$ cat src/rtl/hub75_scan_ctrl.sv
// HUB75 scan sequencer: fetches pixel words, shifts one bit plane per row into the
// panel chain (3 clocks per column), then latches on the timer's request.
module hub75_scan_ctrl #(
  parameter int hpixel_p       = 64,
  parameter int vpixel_p       = 64,
  parameter int segments_p     = 2,
  parameter int bpp_p          = 8,
  parameter int latch_cycles_p = 1
) (
  input  logic                                    clk,
  input  logic                                    rst_n,
  input  logic                                    i_enable,
  input  logic                                    i_latch_req,
  output logic                                    o_rd_en,
  output logic [$clog2(vpixel_p/segments_p)-1:0]  o_rd_row,
  output logic [$clog2(hpixel_p)-1:0]             o_rd_col,
  input  logic [segments_p*3*bpp_p-1:0]           i_rd_data,
  output logic [segments_p*3-1:0]                 o_rgb,
  output logic                                    o_sclk,
  output logic                                    o_latch,
  output logic                                    o_ready,
  output logic [$clog2(vpixel_p/segments_p)-1:0]  o_disp_row,
  output logic [$clog2(bpp_p)-1:0]                o_disp_bit,
  output logic                                    o_frame_done,
  output logic                                    o_underrun
);

  localparam int ROWS = vpixel_p / segments_p;
  localparam int RW   = $clog2(ROWS);
  localparam int CW   = $clog2(hpixel_p);
  localparam int BW   = $clog2(bpp_p);
  localparam int DW   = segments_p * 3 * bpp_p;
  localparam int NC   = segments_p * 3;
  localparam int LW   = $clog2(latch_cycles_p + 1);

  localparam logic [2:0] S_IDLE  = 3'd0;
  localparam logic [2:0] S_READ  = 3'd1;
  localparam logic [2:0] S_SETUP = 3'd2;
  localparam logic [2:0] S_CLK   = 3'd3;
  localparam logic [2:0] S_WAIT  = 3'd4;
  localparam logic [2:0] S_LATCH = 3'd5;

  logic [2:0]    state;
  logic [RW-1:0] row;
  logic [BW-1:0] plane;
  logic [CW-1:0] col;
  logic [LW-1:0] lat_cnt;

  logic last_col;
  logic last_row;
  logic last_plane;

  assign last_col   = (col   == CW'(hpixel_p - 1));
  assign last_row   = (row   == RW'(ROWS - 1));
  assign last_plane = (plane == BW'(bpp_p - 1));

  // Pick bit 'b' out of every (segment, colour) field of a pixel word.
  function automatic logic [NC-1:0] plane_bits(input logic [DW-1:0] d, input logic [BW-1:0] b);
    logic [NC-1:0] r;
    r = '0;
    for (int i = 0; i < NC; i++) begin
      r[i] = d[i*bpp_p + int'(b)];
    end
    return r;
  endfunction

  always_ff @(posedge clk or negedge rst_n) begin
    if (!rst_n) begin
      state        <= S_IDLE;
      row          <= '0;
      plane        <= '0;
      col          <= '0;
      lat_cnt      <= '0;
      o_rd_en      <= 1'b0;
      o_rd_row     <= '0;
      o_rd_col     <= '0;
      o_rgb        <= '0;
      o_sclk       <= 1'b0;
      o_latch      <= 1'b0;
      o_ready      <= 1'b0;
      o_disp_row   <= '0;
      o_disp_bit   <= '0;
      o_frame_done <= 1'b0;
      o_underrun   <= 1'b0;
    end else begin
      o_frame_done <= 1'b0;
      o_underrun   <= 1'b0;
      if (!i_enable) begin
        // Disable discards any partial plane and restarts the frame from row 0, bit 0.
        state      <= S_IDLE;
        row        <= '0;
        plane      <= '0;
        col        <= '0;
        lat_cnt    <= '0;
        o_rd_en    <= 1'b0;
        o_rd_row   <= '0;
        o_rd_col   <= '0;
        o_rgb      <= '0;
        o_sclk     <= 1'b0;
        o_latch    <= 1'b0;
        o_ready    <= 1'b0;
        o_disp_row <= '0;
        o_disp_bit <= '0;
      end else begin
        if (i_latch_req && state != S_WAIT && state != S_IDLE) begin
          o_underrun <= 1'b1;
        end
        case (state)
          S_IDLE: begin
            col   <= '0;
            state <= S_READ;
          end
          S_READ: begin
            o_rd_en  <= 1'b1;
            o_rd_row <= row;
            o_rd_col <= col;
            o_sclk   <= 1'b0;
            state    <= S_SETUP;
          end
          S_SETUP: begin
            o_rd_en <= 1'b0;
            o_rgb   <= plane_bits(i_rd_data, plane);
            o_sclk  <= 1'b0;
            state   <= S_CLK;
          end
          S_CLK: begin
            o_sclk <= 1'b1;
            if (!last_col) begin
              col   <= col + CW'(1);
              state <= S_READ;
            end else begin
              state <= S_WAIT;
            end
          end
          S_WAIT: begin
            o_sclk <= 1'b0;
            if (i_latch_req) begin
              o_ready      <= 1'b0;
              o_latch      <= 1'b1;
              o_disp_row   <= row;
              o_disp_bit   <= plane;
              o_frame_done <= last_row && last_plane;
              lat_cnt      <= LW'(1);
              state        <= S_LATCH;
            end else begin
              o_ready <= 1'b1;
            end
          end
          S_LATCH: begin
            if (lat_cnt >= LW'(latch_cycles_p)) begin
              o_latch <= 1'b0;
              col     <= '0;
              state   <= S_READ;
              if (last_plane) begin
                plane <= '0;
                row   <= last_row ? '0 : row + RW'(1);
              end else begin
                plane <= plane + BW'(1);
              end
            end else begin
              lat_cnt <= lat_cnt + LW'(1);
            end
          end
          default: state <= S_IDLE;
        endcase
      end
    end
  end

endmodule

$ cat config.mk
export PLATFORM = sky130hd
export DESIGN_NAME = hub75_scan_ctrl
export DESIGN_NICKNAME = d
export VERILOG_FILES = /design/src/rtl/hub75_scan_ctrl.sv
export SDC_FILE = /design/constraint.sdc
export NUM_CORES = 1
export LEC_CHECK = 0
export CORE_MARGIN = 10
export CORE_UTILIZATION = 45
export DETAILED_ROUTE_END_ITERATION = 12
export PLACE_DENSITY = 0.82
export SETUP_SLACK_MARGIN = 0.1
export SLEW_MARGIN = 20
export SYNTH_ARGS = -nofsm -noshare
export SYNTH_HDL_FRONTEND = slang
export SYNTH_SLANG_ARGS = --single-unit
export TNS_END_PERCENT = 5
$ cat constraint.sdc
create_clock -name clk -period 2.1 [get_ports clk]
set_input_delay 0.42 -clock clk [delete_from_list [all_inputs] [get_ports clk]]
set_output_delay 0.42 -clock clk [all_outputs]
set_load 0.05 [all_outputs]
# Word-level counts from Yosys, hierarchy flattened
# Cells that the tools add are included.
classes:
  n_addsub: 9
  magnitude_cmp: 7
  eq_ne: 24
  n_mux: 66
  n_reduce_logical: 13
op_table:
  columns: ["op", "count"]
  rows:
  - ["$mux W5", 10]
  - ["$mux W6", 7]
  - ["$mux W3", 11]
  - ["$bmux W1 S6", 5]
  - ["$mux W1", 26]
  - ["$pmux W3 S6", 1]
  - ["$pmux W6 S3", 1]
  - ["$ne A3 B3 Y1 const B", 5]
  - ["$add A6 B3 Y7 const A", 2]
  - ["$lt A6 B7 Y1 const B", 2]
  - ["$lt A7 B7 Y1 const B", 2]
  - ["$ne A2 B1 Y1 const B", 7]
  - ["$add A5 B3 Y6 const A", 2]
  - ["$reduce_and A3 Y1", 4]
  - ["$eq A3 B3 Y1 const B", 3]
  - ["$pmux W1 S2", 4]
  - ["$lt A3 B7 Y1 const B", 1]
  - ["$lt A5 B7 Y1 const B", 1]
  - ["$add A6 B1 Y6 const B", 1]
  - ["$eq A3 B2 Y1 const B", 2]
  - ["$eq A6 B6 Y1 const B", 1]
  - ["$ne A3 B1 Y1 const B", 2]
  - ["$reduce_and A2 Y1", 3]
  - ["$add A4 B3 Y5 const A", 1]
  - ["13 further kinds", 15]
word_totals:
  register_bits: 49
  input_bits: 52
  output_inout_bits: 31

# Longest topological paths before layout
# Gate-level depths: netlist of the first run.
logic_depth:
  word_depth: 6
  mapped_depth: 7
  depth_no_buf: 7

# Least setup slack after synthesis of the first run
# No wires, ideal clock.
synth_path:
  path_type: "register -> register"
  startpoint: "reg col[0]"
  endpoint: "reg col[2]"
  setup_ns: 0.121
  arrival_ns: 1.484
  required_time_ns: 1.979
  path_slack_ns: 0.495
  path_stages_with_launch: 6
  cell_sequence: "dfrtp_1 ha_1 and3_1 and3_4 o211a_4 a22o_1"
synth_between:
  elab_chain_len: 4
synth_rtl:
  columns: ["element", "line_no", "rtl"]
  rows:
  - ["start, declared", "46", "logic [CW-1:0] col;"]
  - ["start signal, assigned", "129", "col <= col + CW'(1);"]
  - ["$add A6 B1 Y6", "129", null]
  - ["$mux W6", "128", "if (!last_col) begin"]
  - ["$pmux W6 S3", "108", "case (state)"]
  - ["$mux W6", "88", "if (!i_enable) begin"]
# Parallel ways exist; a longest one is shown, timed or not. The select of a mux whose other input is x is not followed.
# A chain may end at the register's enable or synchronous reset.

# Worst setup path in the final report of the first run
layout_path:
  startpoint: "reg o_disp_bit[0]"
  endpoint: "out o_disp_bit[0]"
layout_lines:
  columns: ["element", "line_no", "rtl"]
  rows:
  - ["start, declared", "23", "output logic [$clog2(bpp_p)-1:0] o_disp_bit,"]
  - ["start signal, assigned", "141", "o_disp_bit <= plane;"]
# No word-level cell between the ends.

==> impl_metrics.csv, run 1 <==
group,metric,value,unit
floorplan,boundaryPins,83,
route,first_pass_iters,4,
power,p_leak,1.58,nW
timing,period_minus_slack,1940,ps
global_route,grt_pass1_vias,2134,
logic_synthesis,avgSynthCellArea,12.1,sq um
logic_synthesis,synthFlopType,"dfrtp_1",
clock_tree,cts.clk_slew.worst_paths,80,ps
logic_synthesis,yosys_warnings,0,
clock_tree,cts_buffers,5,
worst_setup_path,slowest_delay,840,ps
placed_design,dp_hpwl,5.58,mm
logic_synthesis,seq_area_frac_synth,46.0,%
finish,fin_util,65.0,%
global_route,overflow,0,
worst_setup_path,reg2reg_slack,350,ps
finish,mostFrequentLayoutCell,"clkdlybuf4s50_1",
worst_setup_path,critPathRequiredTime,1680,ps
route,ant_nets,0,
timing,holdWs,118,ps
timing,rsz0062_at_grt,"no",
route,routed_wl,7.08,mm
worst_setup_path,worstSetupStartpointType,"flip-flop",
clock_tree,hold_buffers,0,
clock_tree,post_cts_resized,0,
worst_setup_path,slowest_stage,"clkdlybuf4s50_1",
clock_tree,clk-insertion-delay-late,300,ps
timing,worst_slew_pin_slew,613,ps
route,drc,0,
logic_synthesis,synth_area,2670,sq um
timing,setup-tns-final,0,ps
finish,fin_area,3670,sq um
finish,drive_gt1_share,13.0,%
floorplan,design.core.area,5640,sq um
finish,layout_common_cells,"clkdlybuf4s50_1, dfrtp_1, nor2b_1",
finish,n_fill_cell,416,
finish,area_delta_synth_final,37.6,%
logic_synthesis,synth_enable_flop_cells,0,
floorplan,rows,27,
clock_tree,cts.sinks,49,
route,drtIter0Drc,175,
floorplan,start_util,47.2,%
logic_synthesis,synthArstFlopShare,100,%
worst_setup_path,critPathLaunch,"o_disp_bit[0]",
worst_setup_path,crit_fanout,2,
global_route,grt_start_max_net_pins,27,
global_route,grt_use_total,14.8,%
timing,layout_setup_ws,163,ps
route,num_vias,2049,
worst_setup_path,critPathCaptureType,"primary output",
floorplan,die_w,97.0,microns
worst_setup_path,crit_buf_inv,1,
worst_setup_path,crit_type,"flip-flop to primary output",
clock_tree,htree_levels,2,
logic_synthesis,synthesis.nets,277,
route,drt-wirelength-per-cell,18.7,microns
placed_design,place_congestion,0.850,
worst_setup_path,crit_chain,"clkdlybuf4s50_1",
timing,finalHoldViolCount,0,
floorplan,dieArea,9400,sq um
finish,multi_input_area,1330,sq um
power,irDropWorstVdd,0.382,mV
logic_synthesis,synthCells,220,
hold_path,hold_class,"input pin to asynchronous set/reset pin",
flow_run,cap_violations,0,
clock_tree,tritoncts,"yes",
placed_design,placed_cell_area,3550,sq um
clock_tree,clockRootBuffer,"clkbuf_8",
finish,nets,363,
timing,max_slew_margin,59.1,%
timing,setup_violations,0,
clock_tree,cts_setup_buffers,0,
clock_tree,cts_buffer_depth,2,
placed_design,io_buffers,82,
logic_synthesis,ys_ff_latch,49,
timing,fin_crit_sh,92.3,%
timing,max_freq,0.516,GHz
worst_setup_path,worstReg2RegStart,"row[0]",
finish,ff_latch_area,1230,sq um
power,pwr_density_cell,593,nW/um^2
route,viasPerCell,5.41,
logic_synthesis,synth.distinct_cells,46,
timing,clock_skew,5.03,ps
global_route,antenna_found_initial,0,
run_status,outcome,"completed",
floorplan,die_h,97.0,microns
finish,diodes,0,
timing,finalMaxSlewViolations,0,
worst_setup_path,arrival,1520,ps
worst_setup_path,cp_top_family,"buffers and inverters",
global_route,grt_pass1_wl,11.5,mm
placed_design,place_ws,124,ps
==> layout make-up <==
type | instances | share of cell area (%)
Clock buffer | 6 | 2.25
Multi-Input combinational cell | 156 | 36.3
Clock inverter | 2 | 1.02
Sequential cell | 49 | 33.4
Tap cell | 72 | 2.46
Inverter | 2 | 0.205
Timing Repair Buffer | 92 | 24.3
==> worst paths after layout <==
path | cells after the start | to
worst max-delay path | 1 | o_disp_bit[0]
worst max register to register | 7 | row[2]
worst min-delay path | 1 | o_rgb[5]
max in group asynchronous | 2 | o_rd_row[1]
worst min register to register | 1 | o_disp_row[0]
min in group clk | 1 | o_disp_row[0]
==> routing by layer <==
metal / GRT usage (%) / wire [microns] / up-vias
met1: 18.3 / 2980 / 1021
met3: 3.19 / 315 / 5
li1: - / - / 980
met5: 0 / 0 / -
met4: 4.17 / 76 / 0
met2: 25.2 / 3700 / 43
==> power by group <==
group	total [mW]	switching, mW	internal, mW
combinational	0.440	0.219	0.221
clock	0.707	0.319	0.387
sequential	1.03	0.0480	0.980
==> sequential cells by signal, indices dropped and copies added, names as in the netlist <==
signal	flops
col	6
lat_cnt	1
o_disp_bit	3
o_disp_row	5
o_frame_done	1
o_latch	1
o_rd_col	6
o_rd_en	1
o_rd_row	5
o_ready	1
o_rgb	6
o_sclk	1
o_underrun	1
plane	3
row	5
state	3
==> Yosys cell counts, types with 5 or more instances <==
master	n	area, sq um
dfrtp_1	49	1230
nor2b_1	21	131
mux2i_1	13	130
nand2_1	12	45.0
nor2_1	12	45.0
o21ai_0	12	60.1
a22o_1	11	96.3
mux4_2	7	158
o22ai_1	6	37.5
ha_1	5	62.6
mux4_1	5	131
nand3_1	5	25.0
==> logic make-up after synthesis <==
family / share of synthesized area, %
AO/OA/AOI/OAI: 12.5
XOR/XNOR: 1.64
adder cells (fa/ha/maj): 2.35
buffers and inverters: 4.04
flip-flops: 46.0
multiplexers: 15.7
AND/OR/NAND/NOR: 17.7
==> metrics by stage <==
stage	instances	power [mW]
4_1_cts	379	2.19
2_1_floorplan	220	1.29
6_report	379	2.17
3_5_place_dp	371	1.49
3_3_place_gp	371	1.48
5_1_grt	379	2.26
(Power assumes the default switching activity.)
==> inputs of run 2 (changes only) <==
- PLACE_DENSITY: 0.82 -> 0.78
==> impl_metrics.csv, run 2 (same netlist as run 1, synthesis figures left out) <==
group,metric,value,unit
finish,top_regs,"col (6), o_rd_col (6), o_rgb (6)",
floorplan,rows,27,
route,drc,0,
worst_setup_path,slowest_stage,"clkdlybuf4s50_1",
timing,setup_violations,0,
finish,diodes,0,
timing,clock_skew,5.68,ps
finish,mostFrequentLayoutCell,"clkdlybuf4s50_1",
worst_setup_path,worstSetupStartpointType,"flip-flop",
floorplan,design.core.area,5640,sq um
global_route,grt_pass1_wl,11.2,mm
placed_design,io_buffers,82,
clock_tree,clockRootBuffer,"clkbuf_8",
clock_tree,clk-insertion-delay-late,300,ps
route,first_pass_iters,4,
route,drt-wirelength-per-cell,18.0,microns
global_route,grt-busiest-layer,"met2",
clock_tree,htree_levels,2,
timing,max_slew_margin,63.6,%
placed_design,place_ws,277,ps
finish,n_fill_cell,454,
route,routed_wl,6.82,mm
global_route,grt_use_total,14.5,%
global_route,antenna_found_initial,0,
floorplan,die_w,97.0,microns
floorplan,boundaryPins,83,
finish,nets,364,
global_route,grt_pass1_vias,2179,
finish,layout_common_cells,"clkdlybuf4s50_1, dfrtp_1, nor2b_1",
worst_setup_path,critPathCaptureType,"primary output",
timing,finalHoldViolCount,0,
timing,rsz0062_at_grt,"no",
clock_tree,tritoncts,"yes",
global_route,use_met2,24.6,%
power,p_leak,1.60,nW
floorplan,dieArea,9400,sq um
timing,max_freq,0.517,GHz
clock_tree,cts.clk_slew.worst_paths,90,ps
timing,period_minus_slack,1930,ps
floorplan,die_h,97.0,microns
run_status,outcome,"completed",
worst_setup_path,crit_fanout,2,
power,pwr_density_cell,574,nW/um^2
clock_tree,hold_buffers,0,
timing,worst_slew_pin_slew,545,ps
clock_tree,cts_buffer_depth,2,
route,drtIter0Drc,88,
route,ant_nets,0,
global_route,met1_usage,16.8,%
global_route,use_met3,3.90,%
worst_setup_path,crit_chain,"clkdlybuf4s50_1",
worst_setup_path,critPathRequiredTime,1680,ps
power,irDropWorstVdd,0.284,mV
clock_tree,cts.sinks,49,
hold_path,hold_class,"input pin to asynchronous set/reset pin",
clock_tree,cts_buffers,5,
timing,finalMaxSlewViolations,0,
placed_design,dp_hpwl,5.45,mm
worst_setup_path,cp_top_family,"buffers and inverters",
finish,drive_gt1_share,13.0,%
timing,fin_crit_sh,92.1,%
route,num_vias,2071,
timing,setup-tns-final,0,ps
route,viasPerCell,5.46,
floorplan,start_util,47.2,%
worst_setup_path,crit_type,"flip-flop to primary output",
placed_design,place_congestion,0.815,
worst_setup_path,crit_buf_inv,1,
worst_setup_path,arrival,1510,ps
flow_run,cap_violations,0,
global_route,grt_start_max_net_pins,29,
global_route,overflow,0,
worst_setup_path,slowest_delay,830,ps
finish,area_delta_synth_final,38.3,%
timing,layout_setup_ws,166,ps
run 2: cell types whose count changed in the layout (fill, tap and decap cells not counted), sizes merged:
cell,delta
buf,+1
clkbuf,-1
clkdlybuf4s50,-1
clkinv,+1
clkinvlp,-1
dlymetal6s2s,+1
run 2: area by class of cell:
type / instances / area [sq um] / area share [%]
clock buffers: 5 / 68.8 / 1.87
clock inverters: 2 / 35.0 / 0.951
inverters: 2 / 7.51 / 0.204
multi-input cells: 156 / 1330 / 36.1
flip-flops and latches: 49 / 1230 / 33.3
well taps: 72 / 90.1 / 2.44
repair buffers: 93 / 926 / 25.1
run 2: worst paths after layout:
| check | cells past startpoint | from | slack, ps | endpoint |
|---|---|---|---|---|
| hold / removal | 1 | rst_n | 90 | o_rd_row[1] |
| min in group clk | 1 | o_disp_row[3] | 510 | o_disp_row[3] |
| hold reg to reg | 1 | o_disp_row[3] | 510 | o_disp_row[3] |
| max in group asynchronous | 2 | rst_n | 1490 | state[2] |
| setup reg to reg | 5 | col[0] | 390 | col[2] |
| setup / recovery | 1 | o_disp_bit[0] | 170 | o_disp_bit[0] |
run 2: timing repair:
action                     4_1_cts  5_1_grt
buffers inserted                 0        0
resized for setup                0        1
setup endpoints to repair        0        1
run 2: stage by stage:
step / power, mW / cells / cell area (sq um) / utilization, % / hold slack (ps)
final: 2.12 / 379 / 3680 / 65.3 / 87.6
after global routing: 2.22 / 379 / 3680 / 65.3 / 109
after global placement: 1.48 / 372 / 3580 / 63.4 / 421
after CTS: 2.14 / 379 / 3680 / 65.3 / 97.4
after detailed placement: 1.49 / 372 / 3580 / 63.4 / 428
after floorplan: 1.29 / 220 / 2670 / - / 124
run 2: where the power goes:
part | switching [mW] | leakage, nW | internal (mW)
Sequential | 0.0466 | 0.675 | 0.980
Combinational | 0.216 | 0.875 | 0.223
Clock | 0.304 | 0.0540 | 0.347
run 2: routing by layer:
metal	vias to the layer above	part of all wire, %
li1	983	-
met5	-	0
met4	0	2.4
met1	1016	40
met3	14	5.2
met2	58	53
==> inputs of run 3 (changes only) <==
- SKIP_LAST_GASP: not set -> 1
==> results of run 3 <==
Same layout as run 2: the final DEF is identical, and so are final timing and power.
